$ cat config.mk
export PLATFORM = sky130hd
export DESIGN_NAME = lfsr5_seq_ctrl
export DESIGN_NICKNAME = d
export VERILOG_FILES = /design/src/rtl/lfsr_pkg.sv /design/src/rtl/lfsr5_core.sv /design/src/rtl/lfsr5_seq_ctrl.sv
export SDC_FILE = /design/constraint.sdc
export NUM_CORES = 1
export LEC_CHECK = 0
export CAP_MARGIN = 15
export CORE_MARGIN = 1.5
export CORE_UTILIZATION = 41
export DETAILED_ROUTE_END_ITERATION = 8
export PLACE_DENSITY = 0.71
export REMOVE_ABC_BUFFERS = 1
export SLEW_MARGIN = 30
export SYNTH_ARGS = -nofsm -noshare
export SYNTH_HDL_FRONTEND = slang
export SYNTH_HIERARCHICAL = 1
export SYNTH_SLANG_ARGS = --single-unit
$ cat constraint.sdc
create_clock -name clk -period 1.7 [get_ports clk]
set_clock_uncertainty 0.1 [all_clocks]
set_input_delay 0.51 -clock clk [delete_from_list [all_inputs] [get_ports clk]]
set_output_delay 0.51 -clock clk [all_outputs]
set_load 0.01 [all_outputs]
$ cat src/rtl/lfsr_pkg.sv
// Shared definitions for the 5-bit Galois LFSR sequencer: state encoding,
// tap mask and the single-step next-state function.
package lfsr_pkg;

  typedef enum logic [1:0] {
    ST_IDLE = 2'd0,
    ST_RUN  = 2'd1,
    ST_DONE = 2'd2
  } state_t;

  localparam logic [4:0] LFSR5_TAPS = 5'b00100;
  localparam logic [4:0] LFSR5_ZERO = 5'b00000;
  localparam logic [4:0] LFSR5_INIT = 5'b00001;

  // x^5+x^2+1: rotate left, and fold the bit leaving the top back into bit 2.
  function automatic logic [4:0] lfsr5_step(input logic [4:0] q);
    return {q[3:0], q[4]} ^ (q[4] ? LFSR5_TAPS : LFSR5_ZERO);
  endfunction

endpackage

$ cat src/rtl/lfsr5_core.sv
// 5-bit Galois LFSR register with a parallel load and a step enable.
module lfsr5_core
  import lfsr_pkg::*;
(
  input  logic       clk,
  input  logic       rst_b,
  input  logic       load,
  input  logic [4:0] seed,
  input  logic       step,
  output logic [4:0] q
);

  logic [4:0] r_q;
  logic [4:0] w_q_nxt;

  always_comb begin
    w_q_nxt = r_q;
    if (load) begin
      w_q_nxt = seed;
    end else if (step) begin
      w_q_nxt = lfsr5_step(r_q);
    end
  end

  always_ff @(posedge clk or negedge rst_b) begin
    if (!rst_b) begin
      r_q <= LFSR5_INIT;
    end else begin
      r_q <= w_q_nxt;
    end
  end

  assign q = r_q;

endmodule

$ cat src/rtl/lfsr5_seq_ctrl.sv
// Sequencer that runs the 5-bit LFSR for a programmed number of beats from a
// programmed seed and streams each state over a valid/ready handshake.
module lfsr5_seq_ctrl
  import lfsr_pkg::*;
#(
  parameter int CNT_W = 8
) (
  input  logic             clk,
  input  logic             rst_b,
  input  logic             start_i,
  input  logic [4:0]       seed_i,
  input  logic [CNT_W-1:0] count_i,
  input  logic             abort_i,
  output logic             out_valid_o,
  input  logic             out_ready_i,
  output logic [4:0]       out_data_o,
  output logic             out_last_o,
  output logic             busy_o,
  output logic             done_o,
  output logic             err_o
);

  localparam logic [CNT_W-1:0] CNT_ONE = CNT_W'(1);

  state_t           r_state;
  state_t           w_state_nxt;
  logic [CNT_W-1:0] r_remaining;
  logic [CNT_W-1:0] w_remaining_nxt;
  logic             r_err;
  logic             w_err_nxt;
  logic             w_load;
  logic             w_step;
  logic [4:0]       w_q;

  lfsr5_core u_core (
    .clk   (clk),
    .rst_b (rst_b),
    .load  (w_load),
    .seed  (seed_i),
    .step  (w_step),
    .q     (w_q)
  );

  always_comb begin
    w_state_nxt     = r_state;
    w_remaining_nxt = r_remaining;
    w_err_nxt       = 1'b0;
    w_load          = 1'b0;
    w_step          = 1'b0;
    case (r_state)
      ST_IDLE: begin
        if (start_i) begin
          // A zero seed would lock the LFSR at zero, so it is rejected outright.
          if (seed_i == LFSR5_ZERO) begin
            w_err_nxt = 1'b1;
          end else begin
            w_load          = 1'b1;
            w_remaining_nxt = count_i;
            w_state_nxt     = (count_i == '0) ? ST_DONE : ST_RUN;
          end
        end
      end
      ST_RUN: begin
        // Abort wins over a same-cycle handshake; that beat is not consumed.
        if (abort_i) begin
          w_state_nxt = ST_IDLE;
        end else if (out_ready_i) begin
          w_step          = 1'b1;
          w_remaining_nxt = r_remaining - CNT_ONE;
          if (r_remaining == CNT_ONE) begin
            w_state_nxt = ST_DONE;
          end
        end
      end
      ST_DONE: begin
        w_state_nxt = ST_IDLE;
      end
      default: begin
        w_state_nxt = ST_IDLE;
      end
    endcase
  end

  always_ff @(posedge clk or negedge rst_b) begin
    if (!rst_b) begin
      r_state     <= ST_IDLE;
      r_remaining <= '0;
      r_err       <= 1'b0;
    end else begin
      r_state     <= w_state_nxt;
      r_remaining <= w_remaining_nxt;
      r_err       <= w_err_nxt;
    end
  end

  assign out_valid_o = (r_state == ST_RUN);
  assign out_data_o  = w_q;
  assign out_last_o  = out_valid_o && (r_remaining == CNT_ONE);
  assign busy_o      = (r_state != ST_IDLE);
  assign done_o      = (r_state == ST_DONE) && !abort_i;
  assign err_o       = r_err;

endmodule

### Word level (Yosys, flattened, before mapping)

Cells that the tools add are included.

| cells by class | value |
|---|---|
| add/sub/neg operators | 1 |
| equal/unequal tests | 9 |
| mux-type cells | 24 |
| bitwise gates (word level) | 1 |
| reduce and logical (&&, ||, !) cells | 11 |

Operators with widths:

| kind | number |
|---|---|
| 8-bit 2-to-1 mux | 4 |
| 8-bit case mux with 2 select lines | 1 |
| 2-bit 2-to-1 mux | 6 |
| 5-bit 2-to-1 mux | 2 |
| 1-bit 2-to-1 mux | 9 |
| 8-bit by 1-bit equality test with 1-bit output, second input constant | 1 |
| 8-bit logical NOT | 1 |
| 8-bit by 1-bit subtractor with 8-bit output, second input constant | 1 |
| 2-bit != test, second input constant | 3 |
| 3-bit by 2-bit != test with 1-bit output, second input constant | 2 |
| 2-bit nonzero test | 3 |
| 5-bit logical NOT | 1 |
| 5-bit AND reduction | 1 |
| 5-bit XOR | 1 |
| 2-bit case mux with 2 select lines | 1 |
| 4-bit AND reduction | 1 |
| 3-bit 2-to-1 mux | 1 |
| 2-bit by 1-bit equality test with 1-bit output, second input constant | 1 |
| 2-bit equality test, second input constant | 1 |
| 1-bit logical AND | 2 |
| 2-bit logical NOT | 1 |
| 2-bit by 1-bit != test with 1-bit output, second input constant | 1 |
| 1-bit logical NOT | 1 |

| storage, ports and cells | value |
|---|---|
| register bits | 16 |
| output and inout port bits | 10 |
| word-level logic and storage cells | 50 |

### Depth between registers and ports, before layout

Gate-level depths: netlist (run 1).

| logic depth | value |
|---|---|
| word-level depth | 5 |
| gate-level depth with buffers | 8 |
| depth with buffers taken out | 7 |

### Modules after synthesis

Netlist (run 1), hierarchy kept.

Modules (own cells, without submodules):

| module | instances | cells an instance | area each (µm²) |
|---|---|---|---|
| lfsr5_seq_ctrl | 1 | 74 | 666.9 |
| lfsr5_core | 1 | 24 | 259.0 |

### Worst setup path before layout (run 1)

No wires, ideal clock.

| timing | value |
|---|---|
| path type | in2reg |
| start | input seed_i[0] |
| end | register u_core.r_q[2], in the netlist u_core/q[2] |
| setup time | 80 ps |
| data arrival time | 1815 ps |
| data required time | 1520 ps |
| slack | -295 ps |
| stages | 6 |
| path buffers | 1 |
| cell sequence | or4_4 o21bai_4 inv_2 buf_2 or2b_1 o211ai_2 |

| between the ends | value |
|---|---|
| cells in the longest elaborated chain, start to end | 5 |
| elaborated cells between the ends (all ways) | 6 |
| those cells by class | mux: 4; reduce/logical: 2 |

RTL lines:

| item | RTL line | text |
|---|---|---|
| start: declaration | lfsr5_seq_ctrl.sv:11 | `input logic [4:0] seed_i,` |
| 5-bit logical NOT * | lfsr5_seq_ctrl.sv:54 | `if (seed_i == LFSR5_ZERO) begin` |
| 1-bit 2-to-1 mux * | lfsr5_seq_ctrl.sv:54 |  |
| 1-bit 2-to-1 mux * | lfsr5_seq_ctrl.sv:52 | `if (start_i) begin` |
| 1-bit 2-to-1 mux * | lfsr5_seq_ctrl.sv:50 | `case (r_state)` |
| via w_load | lfsr5_seq_ctrl.sv:31 | `logic w_load;` |
| 5-bit 2-to-1 mux or 2-bit nonzero test (tied branches) | - |  |
| end signal: assignment | lfsr5_core.sv:29 | `r_q <= w_q_nxt;` |
| end: declaration | lfsr5_core.sv:13 | `logic [4:0] r_q;` |

Mark *: on every way through the listed nets, which the timed path passes. The rest lies on a longest branch.
A chain may end at the register's enable or synchronous reset.

### Worst setup path after layout (run 1)

| timing | value |
|---|---|
| start | register r_remaining[4] |
| end | output out_last_o |

| between the ends | value |
|---|---|
| cells in the longest elaborated chain, start to end | 2 |

RTL lines:

| item | RTL line | text |
|---|---|---|
| start: declaration | lfsr5_seq_ctrl.sv:27 | `logic [CNT_W-1:0] r_remaining;` |
| start signal: assignment | lfsr5_seq_ctrl.sv:91 | `r_remaining <= w_remaining_nxt;` |
| 8-bit by 1-bit equality test with 1-bit output | lfsr5_seq_ctrl.sv:98 | `assign out_last_o = out_valid_o && (r_remaining == CNT_ONE);` |
| 1-bit logical AND | lfsr5_seq_ctrl.sv:98 |  |
| end: declaration | lfsr5_seq_ctrl.sv:17 | `output logic out_last_o,` |

Every way passes these cells.

==> results of run 1 <==
[kinds of logic (layout without fill, tap and decap cells)]
kind of cell,count (synthesis),in the layout,share of synthesized area (%)
simple gates,40,40,23.38
buf+inv,8,77,4.324
flops,16,16,43.38
mux,6,6,6.487
compound gates,25,25,18.79
fa+ha+maj,2,2,2.702
xor+xnor,1,1,0.9461
[through the flow]
stage	TNS [ns]	setup WS, ns	instance area (um^2)
2_1_floorplan	-1.344	-0.2892	904.6
3_3_place_gp	-9.347	-0.6526	1420
3_5_place_dp	-9.789	-0.6976	1420
4_1_cts	-1.341	-0.3304	1604
5_1_grt	-2.176	-0.4018	1682
6_report	-1.538	-0.3385	1682
[layer usage]
metal / vias up / GRT usage, %
li1: 504 / -
met1: 520 / 33.08
met2: 51 / 47.81
met3: 15 / 1.488
met4: 0 / 12.16
met5: - / 0
[area by class of cell]
type,instances,area [um^2]
repair buffers,67,573.1
well taps,28,35.03
clock buffers,4,36.28
multi-input cells,74,601.8
inverters,5,26.28
flip-flops and latches,16,401.6
fillers,139,488.0
repair inverters,1,7.507
[registers in the layout, summed over array words and instances, names as in the netlist]
name and flops:
err_o 1, r_remaining 8, r_state 2, u_core/q 5
[timing repair]
item	in CTS	in global routing
pin swaps	13	8
hold buffers	0	0
cloned	2	0
gates resized for setup	69	19
setup endpoints to repair	25	19
setup buffers	8	4
[power by group through the flow]
stage	Sequential (mW)	Combinational, mW	Clock [mW]
6_report	0.547	0.925	0.265
5_1_grt	0.558	0.985	0.285
4_1_cts	0.545	0.803	0.266
3_5_place_dp	0.562	0.684	0
3_3_place_gp	0.554	0.673	0
2_1_floorplan	0.588	0.262	0
[worst register-to-register path: cells and delay by family (launching register included)]
kind / cells / cell delay, ns
buf+inv: 1 / 0.17
flops: 1 / 0.42
simple gates: 2 / 0.50
compound gates: 2 / 0.47
[layout by cell type (no fill, tap or decap), types with 2 or more instances in the layout]
cell / synthesis / final
clkbuf_4: 0 / 3
dfrtp_1: 15 / 15
nor4_1: 4 / 4
nor2_1: 6 / 5
buf_2: 2 / 4
o21ai_1: 5 / 3
nor3_1: 4 / 3
nand2_2: 0 / 2
clkdlybuf4s50_1: 0 / 11
buf_4: 0 / 33
nand4_1: 2 / 2
o21ai_0: 4 / 2
nand2b_4: 0 / 2
a21oi_2: 0 / 2
nor3b_2: 0 / 2
nand2_1: 10 / 6
nand2_4: 0 / 2
mux2i_1: 6 / 6
nand3_1: 3 / 2
a21oi_1: 5 / 3
inv_2: 2 / 2
or3b_4: 0 / 2
buf_6: 1 / 11
dlygate4sd2_1: 0 / 7
o21ai_2: 0 / 4
[path summary, 6_finish.rpt]
path / from / end / slack (ns)
max: r_remaining[4] / out_last_o / -0.34
min: seed_i[0] / u_core/q[0] / 0.34
max reg2reg: r_remaining[0] / r_remaining[5] / -0.08
min reg2reg: u_core/q[3] / u_core/q[4] / 0.48
max in group asynchronous: rst_b / u_core/q[0] / 0.83
min in group asynchronous: rst_b / r_remaining[7] / 0.41
==> reports/qor.yml, run 1 <==
routed_wl_um: 3308
drt-met1-wl_um: 1328
syn_inst: 98
drive_above_1_share_pct: 52.10
power_frac_comb_pct: 53.2
synth_area_leaders: "dfrtp_1 41%, mux2i_1 6.5%, nand2_1 4.1%, dfstp_2 2.8%, a21oi_1 2.7%"
via_per_inst: 5.590
portBuffers: 27
final_hold_viol_count: 0
synthTopCellsByCount: "15 x dfrtp_1, 10 x nand2_1, 6 x mux2i_1, 6 x nor2_1"
die_y_um: 50.52
placementRows: 17
grt_max_degree: 17
cp.arrival_ns: 1.43
root_buffer: "clkbuf_4"
synth_seq_area_share_pct: 43.38
min-delay-path-class: "input port to flop"
clkLatencyLatePin_ns: 0.30
antenna-diode-count: 0
tightest_slew_ns: 0.3764
pwr-share-seq_pct: 31.5
ios: 28
fin_ws_ns: -0.3385
hpwl_um: 1912
status: "finished, violations left"
min_period_ns: 2.038
rsz0062_at_grt: "true"
final_net_count: 188
power.density_nw_per_um2: 1034
swShare_pct: 36.97
top_layer_used: "met4"
cp_slowest_cell: "dfrtp_1"
cp-start-kind: "flop"
via_count: 1090
rr_worst_depth: 5
met3_length_um: 141
yosys_register_bits: 16
critPathKind: "flop to output port"
min_path_cells: 3
violations: "setup timing"
cp.depth: 5
max_stage_delay_ns: 0.40
clock_path_buffers: 2
cp_max_fo: 2
clkTransAtPathRegs_ns: 0.11
p_sw_uw: 642.5
core_um2: 2170
htree_levels: 1
yosysMostFrequentCell: "dfrtp_1"
ys.flop_type: "dfrtp_1"
grt_pass1_vias: 1091
maxCapViolCount: 0
ys_types: 38
die_area_um2: 2552
start_util_pct: 42.68
path_buf_inv: 2
clockPowerShare_pct: 15.3
power.leakage_nw: 0.7528
required_ns: 1.09
max-slew-margin-rel_pct: 74.51
synth.avg_cell_area_um2: 9.448
grt_pass1_wl_um: 5023
overflow: 0
drtIter0Drc: 41
power_mw: 1.738
async_reset_ff_share_pct: 100.0
met2_length_um: 1691
fin_cells: 195
ys.warnings.count: 6
synth_top_area_share_pct: 40.54
route.detailed.drc: 0
numCtsBuffers: 3
ir_drop_v: 0.0009182
synthesis.area_um2: 925.9
cts_tree: "built"
gp_congestion: 0.8993
antenna_found_initial: 0
crit_path_end_kind: "output port"
cp_top_family: "simple AND/OR/NAND/NOR gates"
slew_viol_final: 0
intPower_mw: 1.096
post-route-util_pct: 77.51
yosysTopAreaCell: "dfrtp_1"
ant_nets: 0
whs_ns: 0.3402
setup_violations: 17
die_w_um: 50.52
dp.cells: 178
dr.pass1.iters: 4
fmax_mhz: 490.6
wl_per_cell_um: 16.96
syn2layout_area_growth_pct: 81.62
grtUsageTotal_pct: 26.80
synth_edf_count: 0
period_share_pct: 119.9
clock-sinks: 16
crit_chain: "nor4_1 > buf_4 > nand3_2 > nor2_1 > buf_2"
No activity file was read; power rests on OpenSTA's default activity.
==> run 2: changes to the inputs <==
- CORE_UTILIZATION: 41 -> 48
- CTS_BUF_LIST: unset -> sky130_fd_sc_hd__clkbuf_2
- PLACE_DENSITY: 0.71 -> 0.78
- clock period: 1.7 -> 2 ns (I/O delays scaled with it)
==> run 2 against run 1 <==
Compared with the run above: the flow still finishes with violations (setup timing); count of clock-buffer cells in the layout unchanged; wire length shrank 8.7%; sequential power shrank 14%; die area decreased by 14%; total power fell by 25%; largest power group unchanged; highest routed layer unchanged.
==> reports/qor.yml, run 2 (synthesis results as in run 1) <==
rrSetupSlack_ns: 0.13  # +0.21 ns
antenna-diode-count: 0  # unchanged
period_share_pct: 111.4
grt_pass1_wl_um: 4360  # -13%
clkTransAtPathRegs_ns: 0.17  # +0.06 ns
rr_worst_depth: 7  # +2
setup_violations: 1  # -16
slew_viol_final: 0  # unchanged
final_net_count: 179  # -4.8%
antenna_found_initial: 0  # unchanged
cp-start-kind: "flop"
post_dp_cell_area_um2: 1371  # -3.4%
core_um2: 1764  # -19%
fin_cells: 183  # -6.2%
portBuffers: 27  # unchanged
maxCapViolCount: 0  # unchanged
largest-register: "r_remaining"
cp_max_fo: 2  # unchanged
r2r-start: "r_remaining[0]"
cts-hold-fix-buffers: 0  # unchanged
drive_above_1_share_pct: 36.71  # -15 points
cts_tree: "built"
status: "finished, violations left"
violations: "setup timing"
htree_levels: 1  # unchanged
tightest_slew_ns: 0.4056  # +0.02929 ns
via_per_inst: 5.661  # +1.3%
critPathCapture: "out_last_o"
overflow: 0  # unchanged
required_ns: 1.30  # +0.21 ns
die_y_um: 46.92  # -7.1%
ios: 28  # unchanged
route.detailed.drc: 0  # unchanged
fmax_mhz: 448.9
cp.arrival_ns: 1.53  # +0.10 ns
grt_max_degree: 17  # unchanged
crit_path_end_kind: "output port"
grtUsageTotal_pct: 28.25  # +1.5 points
clock-sinks: 16  # unchanged
critPathKind: "flop to output port"
r2r_end: "r_remaining[6]"
post-route-util_pct: 85.67  # +8.2 points
max-slew-margin-rel_pct: 72.75  # -1.8 points
clkLatencyLatePin_ns: 0.31  # about the same
routed_wl_um: 3019  # -8.7%
die_area_um2: 2201  # -14%
min_period_ns: 2.228
die_w_um: 46.92  # -7.1%
final_common_cell: "buf_4"
min-delay-path-class: "input port to async pin"
ir_drop_v: 0.0006714  # -27%
wl_per_cell_um: 16.50  # -2.8%
gp_congestion: 0.9262  # +3.0%
power.leakage_nw: 0.6679  # -11%
power.density_nw_per_um2: 861.0  # -17%
via_count: 1036  # -5.0%
syn2layout_area_growth_pct: 63.24
rsz0062_at_grt: "true"
fin_ws_ns: -0.2276  # +0.1109 ns
final_hold_viol_count: 0  # unchanged
root_buffer: "clkbuf_2"
dr.pass1.iters: 5  # +1
grt_pass1_vias: 1023  # -6.2%
mostFrequentLayoutCells: "30 x buf_4, 16 x clkdlybuf4s50_1, 15 x dfrtp_1"
numCtsBuffers: 3  # unchanged
startpoint: "r_remaining[5]"
dp.cells: 169  # -5.1%
power_mw: 1.301  # -25%
placementRows: 15  # -2
start_util_pct: 52.48  # +9.8 points
drtIter0Drc: 55  # +34%
ant_nets: 0  # unchanged
largest_reg_flops: 8  # unchanged
final_cell_area_um2: 1511  # -10%
clock_path_buffers: 2  # unchanged
hpwl_um: 2098  # +9.7%
==> run 2: changes by cell type in the layout (fill, tap and decap cells not counted), moves of 2 or more <==
cell             change
a21oi_1              +2
a21oi_2              -2
buf_4                -3
buf_6                -9
clkbuf_2             +4
clkbuf_4             -3
clkdlybuf4s50_1      +5
nand2_1              +3
nand2_4              -2
nor3b_1              +2
o21ai_0              +2
o21ai_2              -3
==> run 2: through the flow <==
step                hold WS (ns)  worst slack [ns]  TNS (ns)
detailed placement        0.4714           -0.5143    -6.268
CTS                       0.4781           -0.1444   -0.1444
floorplan                 0.2044          -0.07916  -0.07916
global route              0.5071           -0.2596   -0.2661
finish                    0.4718           -0.2276   -0.2276
global placement          0.4500           -0.4472    -5.700
==> run 2: critical path, cell delays in order, from the launching register on <==
cell	delay, ns
dfrtp_1	0.43
nor4_2	0.31
buf_4	0.18
nand3_4	0.07
nor2_2	0.10
buf_2	0.13
==> run 2: repair_timing <==
| action | CTS | global route |
|---|---|---|
| gates resized for setup | 30 | 9 |
| cloned | 0 | 1 |
| buffers inserted | 6 | 3 |
| pin swaps | 5 | 3 |
| endpoints found under the setup margin | 16 | 11 |
==> run 2: worst min-delay path by stage <==
stage	start	to	slack, ns	cells past startpoint
final	rst_b	r_remaining[5]	0.47	2
after global routing	rst_b	r_remaining[5]	0.51	2
after CTS	rst_b	r_remaining[5]	0.48	2
after detailed placement	u_core/q[0]	u_core/q[0]	0.47	2
after global placement	u_core/q[0]	u_core/q[0]	0.45	2
after floorplan	rst_b	err_o	0.20	0
==> run 2: where the power goes <==
part / internal [mW] / switching (mW)
Sequential: 0.411 / 0.0611
Combinational: 0.352 / 0.310
Clock: 0.0530 / 0.115
Total: 0.816 / 0.485
==> run 2: metal layers <==
metal | GRT usage [%] | vias to the layer above | wire, um
li1 | - | 482 | -
met1 | 36.14 | 494 | 1241
met2 | 48.77 | 53 | 1533
met3 | 2.308 | 7 | 202
met4 | 12.22 | 0 | 41
met5 | 0 | - | 0
==> run 2: area by class of cell <==
| type | instances | area (um^2) |
|---|---|---|
| Sequential cell | 16 | 401.6 |
| Inverter | 5 | 21.27 |
| Multi-Input combinational cell | 74 | 539.3 |
| Fill cell | 108 | 252.7 |
| Tap cell | 25 | 31.28 |
| Timing Repair Buffer | 59 | 498.0 |
| Clock buffer | 4 | 20.02 |
